[src/rtl/io_buffer_fifo.sv]
// io_buffer_fifo: first-word-fall-through FIFO carrying a {flag, data} word
// stream between a producer and a consumer with valid/ready on both sides.
// Reports occupancy, a registered almost-full watermark and supports a
// synchronous flush that empties the FIFO without clearing storage.
module io_buffer_fifo #(
  parameter int WIDTH    = 33,
  parameter int DEPTH    = 4,
  parameter int AF_LEVEL = DEPTH - 1
) (
  input  logic                       clk,
  input  logic                       rst_n,
  input  logic                       flush,
  input  logic                       in_valid,
  output logic                       in_ready,
  input  logic                       in_flag,
  input  logic [WIDTH-1:0]           in_data,
  output logic                       out_valid,
  input  logic                       out_ready,
  output logic                       out_flag,
  output logic [WIDTH-1:0]           out_data,
  output logic [$clog2(DEPTH+1)-1:0] count,
  output logic                       almost_full
);

  // Pointer width covers DEPTH entries exactly, so increments wrap naturally.
  localparam int PW = $clog2(DEPTH);
  // Count must represent 0..DEPTH inclusive.
  localparam int CW = $clog2(DEPTH + 1);

  localparam logic [CW-1:0] DEPTH_C = CW'(DEPTH);
  localparam logic [CW-1:0] AF_C    = CW'(AF_LEVEL);
  localparam logic [CW-1:0] ONE_C   = CW'(1);
  localparam logic [PW-1:0] PINC_C  = PW'(1);

  // Storage entry layout: bit WIDTH is the flag, bits WIDTH-1:0 are data.
  logic [WIDTH:0]  mem_r [DEPTH];

  logic [PW-1:0]   wr_ptr_r;
  logic [PW-1:0]   rd_ptr_r;
  logic [CW-1:0]   count_r;
  logic            almost_full_r;

  logic            full_s;
  logic            empty_s;
  logic            push_s;
  logic            pop_s;
  logic [CW-1:0]   next_count_s;
  logic [WIDTH:0]  head_s;

  // Handshake status derives only from the registered count, so there is
  // no combinational path from in_valid/out_ready to in_ready/out_valid.
  assign full_s    = (count_r == DEPTH_C);
  assign empty_s   = (count_r == {CW{1'b0}});
  assign in_ready  = ~full_s;
  assign out_valid = ~empty_s;

  assign push_s = in_valid & ~full_s;
  assign pop_s  = out_ready & ~empty_s;

  // Next occupancy: flush wins over any push/pop, otherwise net change.
  always_comb begin
    next_count_s = count_r;
    if (flush) begin
      next_count_s = {CW{1'b0}};
    end else begin
      case ({push_s, pop_s})
        2'b10:   next_count_s = count_r + ONE_C;
        2'b01:   next_count_s = count_r - ONE_C;
        default: next_count_s = count_r;
      endcase
    end
  end

  // Storage write; not reset, and a word pushed alongside flush is dropped.
  always_ff @(posedge clk) begin
    if (push_s && !flush) begin
      mem_r[wr_ptr_r] <= {in_flag, in_data};
    end
  end

  // Pointers, occupancy and watermark; flush returns them to the reset state.
  always_ff @(posedge clk or negedge rst_n) begin
    if (!rst_n) begin
      wr_ptr_r      <= {PW{1'b0}};
      rd_ptr_r      <= {PW{1'b0}};
      count_r       <= {CW{1'b0}};
      almost_full_r <= 1'b0;
    end else if (flush) begin
      wr_ptr_r      <= {PW{1'b0}};
      rd_ptr_r      <= {PW{1'b0}};
      count_r       <= {CW{1'b0}};
      almost_full_r <= (next_count_s >= AF_C);
    end else begin
      if (push_s) begin
        wr_ptr_r <= wr_ptr_r + PINC_C;
      end
      if (pop_s) begin
        rd_ptr_r <= rd_ptr_r + PINC_C;
      end
      count_r       <= next_count_s;
      almost_full_r <= (next_count_s >= AF_C);
    end
  end

  // Head of queue presented fall-through, forced to zero while empty so
  // stale storage never leaks onto the outputs.
  always_comb begin
    head_s = mem_r[rd_ptr_r];
    if (empty_s) begin
      out_flag = 1'b0;
      out_data = {WIDTH{1'b0}};
    end else begin
      out_flag = head_s[WIDTH];
      out_data = head_s[WIDTH-1:0];
    end
  end

  assign count       = count_r;
  assign almost_full = almost_full_r;

endmodule

[config.mk]
export PLATFORM = sky130hd
export DESIGN_NAME = io_buffer_fifo
export DESIGN_NICKNAME = d
export VERILOG_FILES = /design/src/rtl/io_buffer_fifo.sv
export SDC_FILE = /design/constraint.sdc
export NUM_CORES = 1
export LEC_CHECK = 0
export BUFFER_PORTS_ARGS = -buffer_cell sky130_fd_sc_hd__buf_2
export CAP_MARGIN = 20
export CELL_PAD_IN_SITES_DETAIL_PLACEMENT = 1
export CELL_PAD_IN_SITES_GLOBAL_PLACEMENT = 1
export CORE_MARGIN = 2
export CORE_UTILIZATION = 49
export DETAILED_ROUTE_END_ITERATION = 16
export PLACE_DENSITY = 0.77
export SLEW_MARGIN = 20
export SYNTH_ARGS = -nofsm -noshare
export SYNTH_HDL_FRONTEND = slang
export SYNTH_SLANG_ARGS = --single-unit
[constraint.sdc]
create_clock -name clk -period 3 [get_ports clk]
set_clock_uncertainty 0.05 [all_clocks]
set_input_delay 0.15 -clock clk [delete_from_list [all_inputs] [get_ports clk]]
set_output_delay 0.15 -clock clk [all_outputs]
set_load 0.05 [all_outputs]
## Word level (Yosys, flattened, before mapping)

Memories as Yosys holds them, arrays and structs flattened.
Cells that the tools add are included.

- Reductions and logical operators: 5
- Mux-type cells: 11
- Bitwise gates (word level): 4
- Add/sub/neg operators: 4
- Eq/ne operators: 3
- Order comparisons: 1

Operators by type and width:

| operator | count |
|---|---|
| 33-bit 2-to-1 mux | 1 |
| 2-bit 2-to-1 mux | 4 |
| 3-bit 2-to-1 mux | 2 |
| 3-bit case mux with 2 select lines | 1 |
| 2-bit by 1-bit adder with 2-bit output (second input constant) | 2 |
| 2-bit nonzero test | 2 |
| 3-bit by 1-bit adder with 3-bit output (second input constant) | 1 |
| 3-bit == test (second input constant) | 1 |
| 3-bit by 2-bit >= comparator with 1-bit output (second input constant) | 1 |
| 3-bit logical NOT | 1 |
| 1-bit 2-to-1 mux | 3 |
| 3-bit by 1-bit subtractor with 3-bit output (second input constant) | 1 |
| 1-bit bitwise AND | 2 |
| 2-bit by 1-bit == test with 1-bit output (second input constant) | 1 |
| 2-bit == test (second input constant) | 1 |
| 1-bit inverter | 2 |
| 1-bit logical AND | 1 |
| 1-bit logical NOT | 1 |

- Bits in writable memories: 136
- Input bits: 39
- Memories kept: 1
- Register bits after elaboration: 8

Memories:

| memory | depth | width | read ports | clocked after Yosys merged registers in | write ports | line | RTL |
|---|---|---|---|---|---|---|---|
| mem_r | 4 | 34 | 1 | 0 | 1 | 36 | `logic [WIDTH:0] mem_r [DEPTH];` |

## Depth between registers and ports, before layout

Gate-level depths: netlist (run 1).

- Depth in word-level cells: 7
- Mapped depth: 8
- Mapped depth without buffers: 8

## Worst setup path after synthesis (run 1)

Ideal clock, no wire load.

- Path type: flip-flop to flip-flop
- Start point: register count_r[0] (netlist: count[0])
- End point: register almost_full_r (netlist: almost_full)
- Arrival time: 2.437 ns
- Setup time: 0.087 ns
- Period minus slack after synthesis: 2.574 ns
- Required time: 2.863 ns
- Cell stages (with the launch flop): 9
- Slack: 0.426 ns
- Path through: dfrtp_1 > nor3b_1 > nor2_1 > inv_1 > ha_1 > fa_1 > xnor2_1 > or4_1 > o211ai_1

- Longest elaborated chain between the ends: 7
- Elaborated cells on any way between the ends: 13

Ends and longest elaborated chain:

| item | line | RTL |
|---|---|---|
| from (decl) | 40 | `logic [CW-1:0] count_r;` |
| from (signal assigned) | 86 | `count_r <= {CW{1'b0}};` |
| from (signal assigned) | 91 | `count_r <= {CW{1'b0}};` |
| from (signal assigned) | 100 | `count_r <= next_count_s;` |
| 3-bit == test / 3-bit logical NOT (equally long branches) | 52, 53 |  |
| 1-bit inverter (on tied branches) | 57, 58 |  |
| 1-bit bitwise AND (on tied branches) | 57, 58 |  |
| 2-bit by 1-bit == test with 1-bit output / 2-bit == test (equally long branches) | 66 | `case ({push_s, pop_s})` |
| 3-bit case mux with 2 select lines (*) | 66 |  |
| 3-bit 2-to-1 mux (*) | 63 | `if (flush) begin` |
| 3-bit by 2-bit >= comparator with 1-bit output (*) | 92, 101 |  |
| to (signal assigned) | 92 | `almost_full_r <= (next_count_s >= AF_C);` |
| to (signal assigned) | 101 | `almost_full_r <= (next_count_s >= AF_C);` |
| to (decl) | 41 | `logic almost_full_r;` |

Mark *: on every way between the ends. The rest lies on a longest branch, timed or not.
A chain may end at the register's enable or synchronous reset.

## Worst setup path in the final report (run 1)

- Start point: register rd_ptr_r[1]
- End point: output out_data[3]

- Longest elaborated chain between the ends: 2

Ends and longest elaborated chain:

| item | line | RTL |
|---|---|---|
| from (decl) | 39 | `logic [PW-1:0] rd_ptr_r;` |
| from (signal assigned) | 85 | `rd_ptr_r <= {PW{1'b0}};` |
| from (signal assigned) | 90 | `rd_ptr_r <= {PW{1'b0}};` |
| from (signal assigned) | 98 | `rd_ptr_r <= rd_ptr_r + PINC_C;` |
| memory 4 x 34 bit | -- |  |
| 33-bit 2-to-1 mux | 109 | `if (empty_s) begin` |
| to (decl) | 20 | `output logic [WIDTH-1:0] out_data,` |

No other way between the ends.

==> results of run 1 <==
==> worst max-delay path, delay by kind of cell (launching register included) <==
family,cells,cell delay (ns)
buffers and inverters,1,0.30
muxes,1,0.36
and+or+nand+nor,1,0.22
DFF,1,0.97
==> power by group through the flow <==
stage / logic (W) / registers [W] / clock network [W]
detailed placement: 0.00259 / 0.00251 / 0
CTS: 0.00263 / 0.00247 / 0.00226
global placement: 0.00254 / 0.00250 / 0
global route: 0.00276 / 0.00249 / 0.00235
floorplan: 0.00203 / 0.00249 / 0
finish: 0.00260 / 0.00247 / 0.00222
==> metal layers <==
layer | global-route usage (%) | wire [um] | up-vias
li1 | - | - | 1344
met1 | 26.5 | 5010 | 1550
met2 | 33.0 | 5980 | 84
met3 | 4.30 | 437 | 15
met4 | 6.75 | 104 | 0
met5 | 0 | 0 | -
==> placed cells by master (no fill, tap or decap), drive strengths merged <==
master       count
clkinv           7
dfrtp            8
o21ai            3
nor2b           33
xnor2            1
nor3b            1
nor2             5
bufinv           5
nand2            3
mux2i            2
nor3             2
fa               1
or4              1
a21o             1
o211ai           1
ha               5
a21oi            2
mux4            34
xor2             2
dlygate4sd3     36
o31ai            1
a22oi            1
and2             4
edfxtp         136
and2b            2
buf             85
inv              7
or3              2
nand2b           2
clkbuf          20
==> state kept, by name, indices dropped and copies added, names as in the netlist <==
signal       flops
almost_full      1
rd_ptr_r         2
count            3
wr_ptr_r         2
mem_r          136
==> cell usage after synthesis (3+ instances only) <==
master | instances | share of area (%)
mux4_2 | 30 | 12
dfrtp_1 | 8 | 3.5
nor2_1 | 5 | 0.33
o21ai_0 | 3 | 0.26
mux4_1 | 4 | 1.8
nor2b_1 | 33 | 3.6
clkbuf_1 | 4 | 0.26
edfxtp_1 | 136 | 72
nand2_1 | 3 | 0.20
buf_2 | 4 | 0.35
inv_1 | 7 | 0.46
ha_1 | 5 | 1.1
and2_1 | 4 | 0.44
==> repair_timing <==
action	CTS	global route
hold endpoints to repair	148	0
setup endpoints to repair	0	0
hold buffers	36	0
==> per-stage QoR <==
step	hold slack [ns]	setup slack (ns)	instances	area, um^2
after global placement	-0.0431	0.629	488	6290
after detailed placement	-0.0339	0.572	488	6290
after floorplan	-0.196	0.426	272	5710
final	0.0696	0.513	556	7280
after CTS	0.0549	0.433	556	7280
after global routing	0.0759	0.364	556	7280
==> how the worst max path moves through the flow <==
stage | start | end | slack (ns) | depth (start not counted)
final | rd_ptr_r[1] | out_data[3] | 0.51 | 3
after global routing | count[0] | almost_full | 0.36 | 7
after CTS | rd_ptr_r[0] | out_data[18] | 0.43 | 4
after detailed placement | count[0] | almost_full | 0.57 | 7
after global placement | count[0] | almost_full | 0.63 | 7
after floorplan | count[0] | almost_full | 0.43 | 8
==> layout make-up <==
| cell class | instances | area (um^2) |
|---|---|---|
| Fill cell | 986 | 4140 |
| Clock inverter | 12 | 190 |
| Tap cell | 143 | 179 |
| Multi-Input combinational cell | 109 | 1310 |
| Inverter | 7 | 26.3 |
| Clock buffer | 20 | 437 |
| Sequential cell | 144 | 4290 |
| Timing Repair Buffer | 121 | 853 |
==> cells by family after synthesis <==
group,after synthesis,share of synthesized area (%)
adders and majority gates,6,1.45
DFF,144,75.0
and+or+nand+nor,55,5.92
buffers and inverters,19,2.17
xor gates and xnor gates,3,0.460
AOI/OAI and AO/OA,9,0.964
muxes,36,14.0
==> impl_metrics.ini, run 1 <==
[cts]
post_cts_buffers = 0
cts_max_level = 4
clkSinkCount = 144
clock_latency_ns = 0.40
cts-root-buf = clkbuf_16
cts_tree = built
cts_resized = 0
cts_buffers = 17
clkTransAtPathRegs_ns = 0.06
clockBufferDepth = 2

[yosys]
synth_edf_count = 136
synth_top_flop_cell = edfxtp_1
synth-warning-count = 0
ys_types = 31
synthArstFlopShare_pct = 5.56
ys_ff_latch = 144
synth_fp_nets = 317
synthCells = 272
ys_seq_area_share_pct = 75.0
syn_avg_cell_area_um2 = 21.0
synth_area_um2 = 5710

[min_path]
hp-class = input pin to asynchronous set/reset pin

[place]
port_buffers = 78
dp_hpwl_um = 6710
gp_congestion = 0.723

[grt]
grt_pass1_wl_um = 18500
grt_pass1_vias = 3373
grt_max_degree = 38
overflow = 0
antenna_found_initial = 0
grt.total_usage_pct = 19.9

[final_layout]
drive_above_1_share_pct = 36.1
nets = 445
area_growth_pct = 27.5
diodes = 0
utilization_pct = 63.8

[setup_path]
slowest_stage = dfrtp_2
path_cells = mux4_2, nor2b_1, buf_2
cp_max_fo = 36
worstSetupEndpointType = output pin
slowest_delay_ns = 0.97
path_class = flip-flop to output pin
start_kind = flip-flop
reg2reg_depth = 7
r2r-start = count[0]
r2r_end = almost_full
rrSetupSlack_ns = 0.57
cp_data_required_time_ns = 2.80
arrival_ns = 2.29

[routing]
wire_per_inst_um = 20.8
via_count = 2993
drc_errors = 0
drt-total-wl_um = 11500
drt_first_pass_iters = 4
first_iter_violations = 152
via_per_inst = 5.38
ant_nets = 0

[sta]
fmax_mhz = 402
fin_crit_ns = 2.49
tightest_slew_ns = 0.934
finalMaxSlewViolations = 0
rsz0062_at_grt = no
slew_headroom_pct = 37.7
final.setup.tns_ns = 0
period_share_pct = 82.9
hold_viol_final = 0
setup_viol_count_final = 0

[floorplan]
start_util_pct = 50.0
die_x_um = 112
ioPinCount = 79
num_rows = 39
die_h_um = 112
core_um2 = 11400
dieArea_um2 = 12500

[pwr]
p_total_w = 0.00730
power.leakage_nw = 2.63
p_comb_share_pct = 35.7
swShare_pct = 36.9
switchingPower_w = 0.00269
clock_power_share_pct = 30.5
seq_power_share_pct = 33.8
peakVddDrop_uv = 871
p_int_w = 0.00460
p_per_area_nw_per_um2 = 1000

[run]
maxCapViolations = 0

[run_status]
outcome = finished, final reports clean
(Power assumes the default switching activity.)
==> run 2, diff against run 1 <==
--- a/config.mk
+++ b/config.mk
@@ -5,12 +5,13 @@
 export SDC_FILE = /design/constraint.sdc
 export NUM_CORES = 1
 export LEC_CHECK = 0
+export ABC_AREA = 1
 export BUFFER_PORTS_ARGS = -buffer_cell sky130_fd_sc_hd__buf_2
 export CAP_MARGIN = 20
 export CELL_PAD_IN_SITES_DETAIL_PLACEMENT = 1
 export CELL_PAD_IN_SITES_GLOBAL_PLACEMENT = 1
 export CORE_MARGIN = 2
-export CORE_UTILIZATION = 49
+export CORE_UTILIZATION = 46
 export DETAILED_ROUTE_END_ITERATION = 16
 export PLACE_DENSITY = 0.77
 export SLEW_MARGIN = 20
==> constraint.sdc (replaced) <==
create_clock -name clk -period 2.29 [get_ports clk]
set_clock_uncertainty 0.05 [all_clocks]
set_input_delay 0.1145 -clock clk [delete_from_list [all_inputs] [get_ports clk]]
set_output_delay 0.1145 -clock clk [all_outputs]
set_load 0.05 [all_outputs]
==> run 2 against run 1 <==
Effect of this change:
- register-to-register slack lost 0.35 ns
- cell area grew 1.8%
- total power increased by 33%
- critical path depth increased by 3
- non-clock buffer count is 11 higher
- setup slack got worse by 0.42 ns
- critical path type unchanged
- critical endpoint is now out_data[31]
- largest cell class unchanged
- largest power group unchanged
- highest routed layer unchanged
==> impl_metrics.ini, run 2 <==
[run_status]
outcome = finished, final reports clean

[grt]
grt.total_usage_pct = 23.3
overflow = 0
grt_max_degree = 70
antenna_found_initial = 0
grt_pass1_wl_um = 23100
grt_pass1_vias = 4512

[sta]
whs_ns = 0.0174
finalMaxSlewViolations = 0
fin_crit_ns = 2.20
tightest_slew_ns = 0.445
slew_headroom_pct = 70.4
fmax_mhz = 456
period_share_pct = 95.9
hold_viol_final = 0
setup_viol_count_final = 0

[yosys]
synth_common_cells = nor2_1 (143), edfxtp_1 (136), o21ai_0 (58), a21oi_1 (36), inv_1 (16)
yosysTopAreaCellShare_pct = 69.9
synth_area_um2 = 5840
synth_top_flop_cell = edfxtp_1
synth_top_area_cell = edfxtp_1
ys_types = 22
synth_edf_count = 136
synthCells = 468
yosysMostFrequentCell = nor2_1
synth_area_leaders = edfxtp_1 (70%), nor2_1 (9.2%), o21ai_0 (5.0%)
synth_fp_nets = 513
synth-warning-count = 0
syn_avg_cell_area_um2 = 12.5
ys_seq_area_share_pct = 73.3
synthArstFlopShare_pct = 5.56
ys_ff_latch = 144

[setup_path]
start_kind = flip-flop
critPathBufInv = 2
crit_family = buffers and inverters
path_cells = buf_8, nor2_1, nor2_1, o21ai_1, a21oi_1, buf_2
path_class = flip-flop to output pin
cp_max_fo = 29
cp_common_cell = nor2_1
slowest_stage = dfrtp_2
arrival_ns = 2.03
cp_data_required_time_ns = 2.13
worstSetupEndpointType = output pin
slowest_delay_ns = 0.49

[cts]
cts_buffers = 17
cts_max_level = 4
cts-root-buf = clkbuf_16
clockBufferDepth = 2
cts_tree = built
clock_latency_ns = 0.42
clkSinkCount = 144
clkTransAtPathRegs_ns = 0.05

[final_layout]
fillerInstances = 1301
area_growth_pct = 26.8
largest_reg_flops = 136
final_cell_mix = nor2_1 (139), edfxtp_1 (136), buf_2 (76)
final_cells = 779
nets = 639
design_area_um2 = 7410
multi_input_area_um2 = 1310
drive_above_1_share_pct = 22.7
ff_latch_area_um2 = 4290
diodes = 0
final_common_cell = nor2_1
regMostFlops = mem_r

[routing]
wire_per_inst_um = 18.9
drc_errors = 0
via_per_inst = 5.19
ant_nets = 0
drt-total-wl_um = 14700
first_iter_violations = 262
drt_first_pass_iters = 4
via_count = 4041

[pwr]
swShare_pct = 42.9
seq_power_share_pct = 32.6
clock_power_share_pct = 26.8
p_int_w = 0.00553
p_per_area_nw_per_um2 = 1310
switchingPower_w = 0.00415
power.leakage_nw = 2.81
p_comb_share_pct = 40.6
peakVddDrop_uv = 865
p_total_w = 0.00968

[place]
port_buffers = 78
dp_hpwl_um = 8890
placed_area_um2 = 6440
place_inst = 707
gp_congestion = 0.822

[floorplan]
core_um2 = 12500
start_util_pct = 46.7
ioPinCount = 79
die_h_um = 117
die_x_um = 117
num_rows = 41
dieArea_um2 = 13600

[run]
maxCapViolations = 0

[min_path]
hp-class = input pin to asynchronous set/reset pin
[run 2: worst paths after layout]
kind | start | to | slack [ns] | cells past startpoint
worst min-delay path | rst_n | count[2] | 0.02 | 2
worst max register to register | count[1] | almost_full | 0.22 | 10
min in group clk | in_valid | wr_ptr_r[0] | 0.11 | 5
worst max-delay path | rd_ptr_r[0] | out_data[31] | 0.09 | 6
max in group asynchronous | rst_n | rd_ptr_r[0] | 1.98 | 2
worst min register to register | wr_ptr_r[0] | wr_ptr_r[0] | 0.51 | 2
[run 2: cell families (layout without fill, tap and decap cells)]
group                    Yosys count  after routing  share of synthesized area [%]
adder cells (fa/ha/maj)            6              6                           1.41
AO/OA/AOI/OAI                    106            106                           9.08
XOR/XNOR                           1              1                          0.150
buffers and inverters             44            183                           4.99
flip-flops                       144            144                           73.3
AND/OR/NAND/NOR                  167            167                           11.0
[run 2: layout make-up]
type                       count  area share [%]
inverter                      19            1.10
timing repair buffer         132            12.9
sequential                   144            57.9
clock buffer                  18            5.79
multi-input combinational    280            17.7
tap                          172            2.90
clock inverter                14            1.67
[run 2: metrics by stage]
step / setup slack, ns / TNS, ns / utilization, %
2_1_floorplan: -0.121 / -14.18 / -
3_3_place_gp: 0.293 / 0 / 51.4
3_5_place_dp: 0.152 / 0 / 51.4
4_1_cts: 0.00549 / 0 / 58.9
5_1_grt: -0.00418 / -0.00418 / 59.2
6_report: 0.0948 / 0 / 59.2
[run 2: power by group through the flow]
| stage | Clock (W) | Sequential, W | Combinational [W] |
|---|---|---|---|
| 6_report | 0.00260 | 0.00315 | 0.00393 |
| 5_1_grt | 0.00273 | 0.00317 | 0.00421 |
| 4_1_cts | 0.00263 | 0.00315 | 0.00391 |
| 3_5_place_dp | 0 | 0.00320 | 0.00381 |
| 3_3_place_gp | 0 | 0.00319 | 0.00371 |
| 2_1_floorplan | 0 | 0.00325 | 0.00290 |
[run 2: metal layers]
metal  track usage (%)  part of all wire, %  routed length [um]  vias up
met2              40.4                   52                7590       97
met4              10.1                  1.9                 286        0
li1                  -                    -                   -     1893
met1              27.6                   42                6210     2024
met5                 0                    0                   0        -
met3              5.71                  4.1                 601       27
[run 2: repair_timing]
item,4_1_cts,5_1_grt
endpoints found under the setup margin,6,14
hold buffers,38,0
buffers inserted,0,2
hold endpoints to repair,148,0
gates cloned,0,0
resized for setup,2,9
==> run 3, diff against run 2 <==
--- a/config.mk
+++ b/config.mk
@@ -13,7 +13,7 @@
 export CORE_MARGIN = 2
 export CORE_UTILIZATION = 46
 export DETAILED_ROUTE_END_ITERATION = 16
-export PLACE_DENSITY = 0.77
+export PLACE_DENSITY = 0.81
 export SLEW_MARGIN = 20
 export SYNTH_ARGS = -nofsm -noshare
 export SYNTH_HDL_FRONTEND = slang
==> run 3 against run 2 <==
Effect of this change:
- non-clock buffer count fell by 2
- via count rose by 0.37%
- cell count fell by 0.26%
- routed wire length rose by 3.9%
- clock power rose by 18%
- worst hold slack improved by 0.0065 ns
- clock-buffer cell count rose by 2
- maximum frequency fell by 2.6%
- setup slack got worse by 0.058 ns
- global-route usage rose by 0.16 points
- first-iteration DRC count rose by 3.8%
==> impl_metrics.ini, run 3 (same netlist as run 2, synthesis figures left out) <==
[cts]
clkTransAtPathRegs_ns = 0.06
clockBufferDepth = 2
clkSinkCount = 144
cts_buffers = 17
cts_tree = built
cts-root-buf = clkbuf_16
clock_latency_ns = 0.42
cts_max_level = 4

[place]
dp_hpwl_um = 8630
port_buffers = 78
gp_congestion = 0.790
dp_slack_ns = 0.100
place_inst = 707

[sta]
tightest_slew_ns = 0.418
rsz0062_at_grt = yes
fin_crit_ns = 2.25
hold_viol_final = 0
finalMaxSlewViolations = 0
slew_headroom_pct = 72.1
worst_slack_ns = 0.0364
final.setup.tns_ns = 0
period_share_pct = 98.4
fmax_mhz = 444
setup_viol_count_final = 0
whs_ns = 0.0239

[floorplan]
die_h_um = 117
dieArea_um2 = 13600
num_rows = 41
die_x_um = 117
ioPinCount = 79
start_util_pct = 46.7
core_um2 = 12500

[grt]
grt.total_usage_pct = 23.4
grt_max_degree = 70
grt_pass1_wl_um = 23200
antenna_found_initial = 0
grt_pass1_vias = 4328
overflow = 0

[setup_path]
worstSetupEndpoint = out_data[22]
r2r_end = almost_full
path_cells = buf_6, nor2_1, nor2_1, o21ai_0, a21oi_1, clkbuf_4
reg2reg_depth = 10
slowest_delay_ns = 0.45
arrival_ns = 2.09
start_kind = flip-flop
crit_path_start = rd_ptr_r[0]
r2r-start = count[1]
worstSetupEndpointType = output pin
cp_data_required_time_ns = 2.13
path_class = flip-flop to output pin
rrSetupSlack_ns = 0.24
cp_max_fo = 30
cp_common_cell = nor2_1
slowest_stage = dfrtp_2

[final_layout]
fillerInstances = 1300
diodes = 0
ff_latch_area_um2 = 4290
area_growth_pct = 27.4
utilization_pct = 59.5
largest_reg_flops = 136
regMostFlops = mem_r
final_cells = 777
nets = 637
multi_input_area_um2 = 1310
final_cell_mix = nor2_1 (139), edfxtp_1 (136), buf_2 (75)
drive_above_1_share_pct = 22.3
final_common_cell = nor2_1

[pwr]
power.leakage_nw = 2.82
p_per_area_nw_per_um2 = 1360
peakVddDrop_uv = 620

[routing]
ant_nets = 0
first_iter_violations = 272
via_count = 4056
via_per_inst = 5.22
drt-total-wl_um = 15300
wire_per_inst_um = 19.6
drt_first_pass_iters = 5
drc_errors = 0

[run]
maxCapViolations = 0

[run_status]
outcome = finished, final reports clean

[min_path]
hp-class = input pin to asynchronous set/reset pin
-- run 3: cell types whose count changed in the layout (fill, tap and decap cells not counted), moves of 2 or more --
cell,delta
clkinv_4,-2
clkinv_2,-6
bufinv_16,+4
buf_12,-4
buf_4,+2
clkbuf_1,+2
-- run 3: cell type report --
cell class / count / share of cell area, %
Clock inverter: 12 / 2.86
Multi-Input combinational cell: 280 / 17.6
Clock buffer: 20 / 5.87
Tap cell: 172 / 2.89
Inverter: 19 / 1.09
Timing Repair Buffer: 130 / 12.0
Sequential cell: 144 / 57.6
-- run 3: power by group --
| part | internal, W | switching (W) |
|---|---|---|
| logic | 0.000862 | 0.00304 |
| registers | 0.00306 | 0.0000973 |
| clock network | 0.00203 | 0.00105 |
-- run 3: timing repair --
action | 4_1_cts | 5_1_grt
hold endpoints to repair | 147 | 0
gates resized for setup | 3 | 9
setup endpoints to repair | 2 | 5
hold buffers | 38 | 0
buffers inserted | 0 | 0
cloned | 0 | 0
-- run 3: layer usage --
metal	GRT usage, %	vias up	routed length (um)
met2	41.3	111	8080
met4	10.0	0	285
met5	0	-	0
met3	4.46	21	604
li1	-	1885	-
met1	28.2	2039	6290
-- run 3: worst max-delay path: cells and delay by family, from the launching register on --
kind | cells | cell delay [ns]
buf+inv | 2 | 0.57
flops | 1 | 0.45
compound gates | 2 | 0.44
simple gates | 2 | 0.20
-- run 3: how the worst min path moves through the flow --
stage | start | to | slack (ns) | depth (start not counted)
global route | rst_n | almost_full | 0.03 | 2
floorplan | rst_n | almost_full | -0.23 | 0
finish | rst_n | almost_full | 0.02 | 2
CTS | rst_n | almost_full | 0.01 | 2
detailed placement | rst_n | almost_full | -0.07 | 1
global placement | rst_n | almost_full | -0.08 | 1
-- run 3: metrics by stage --
stage,cell area [um^2],power [W]
detailed placement,6390,0.00696
finish,7440,0.0101
CTS,7430,0.0101
floorplan,5890,0.00615
global route,7440,0.0106
global placement,6390,0.00684
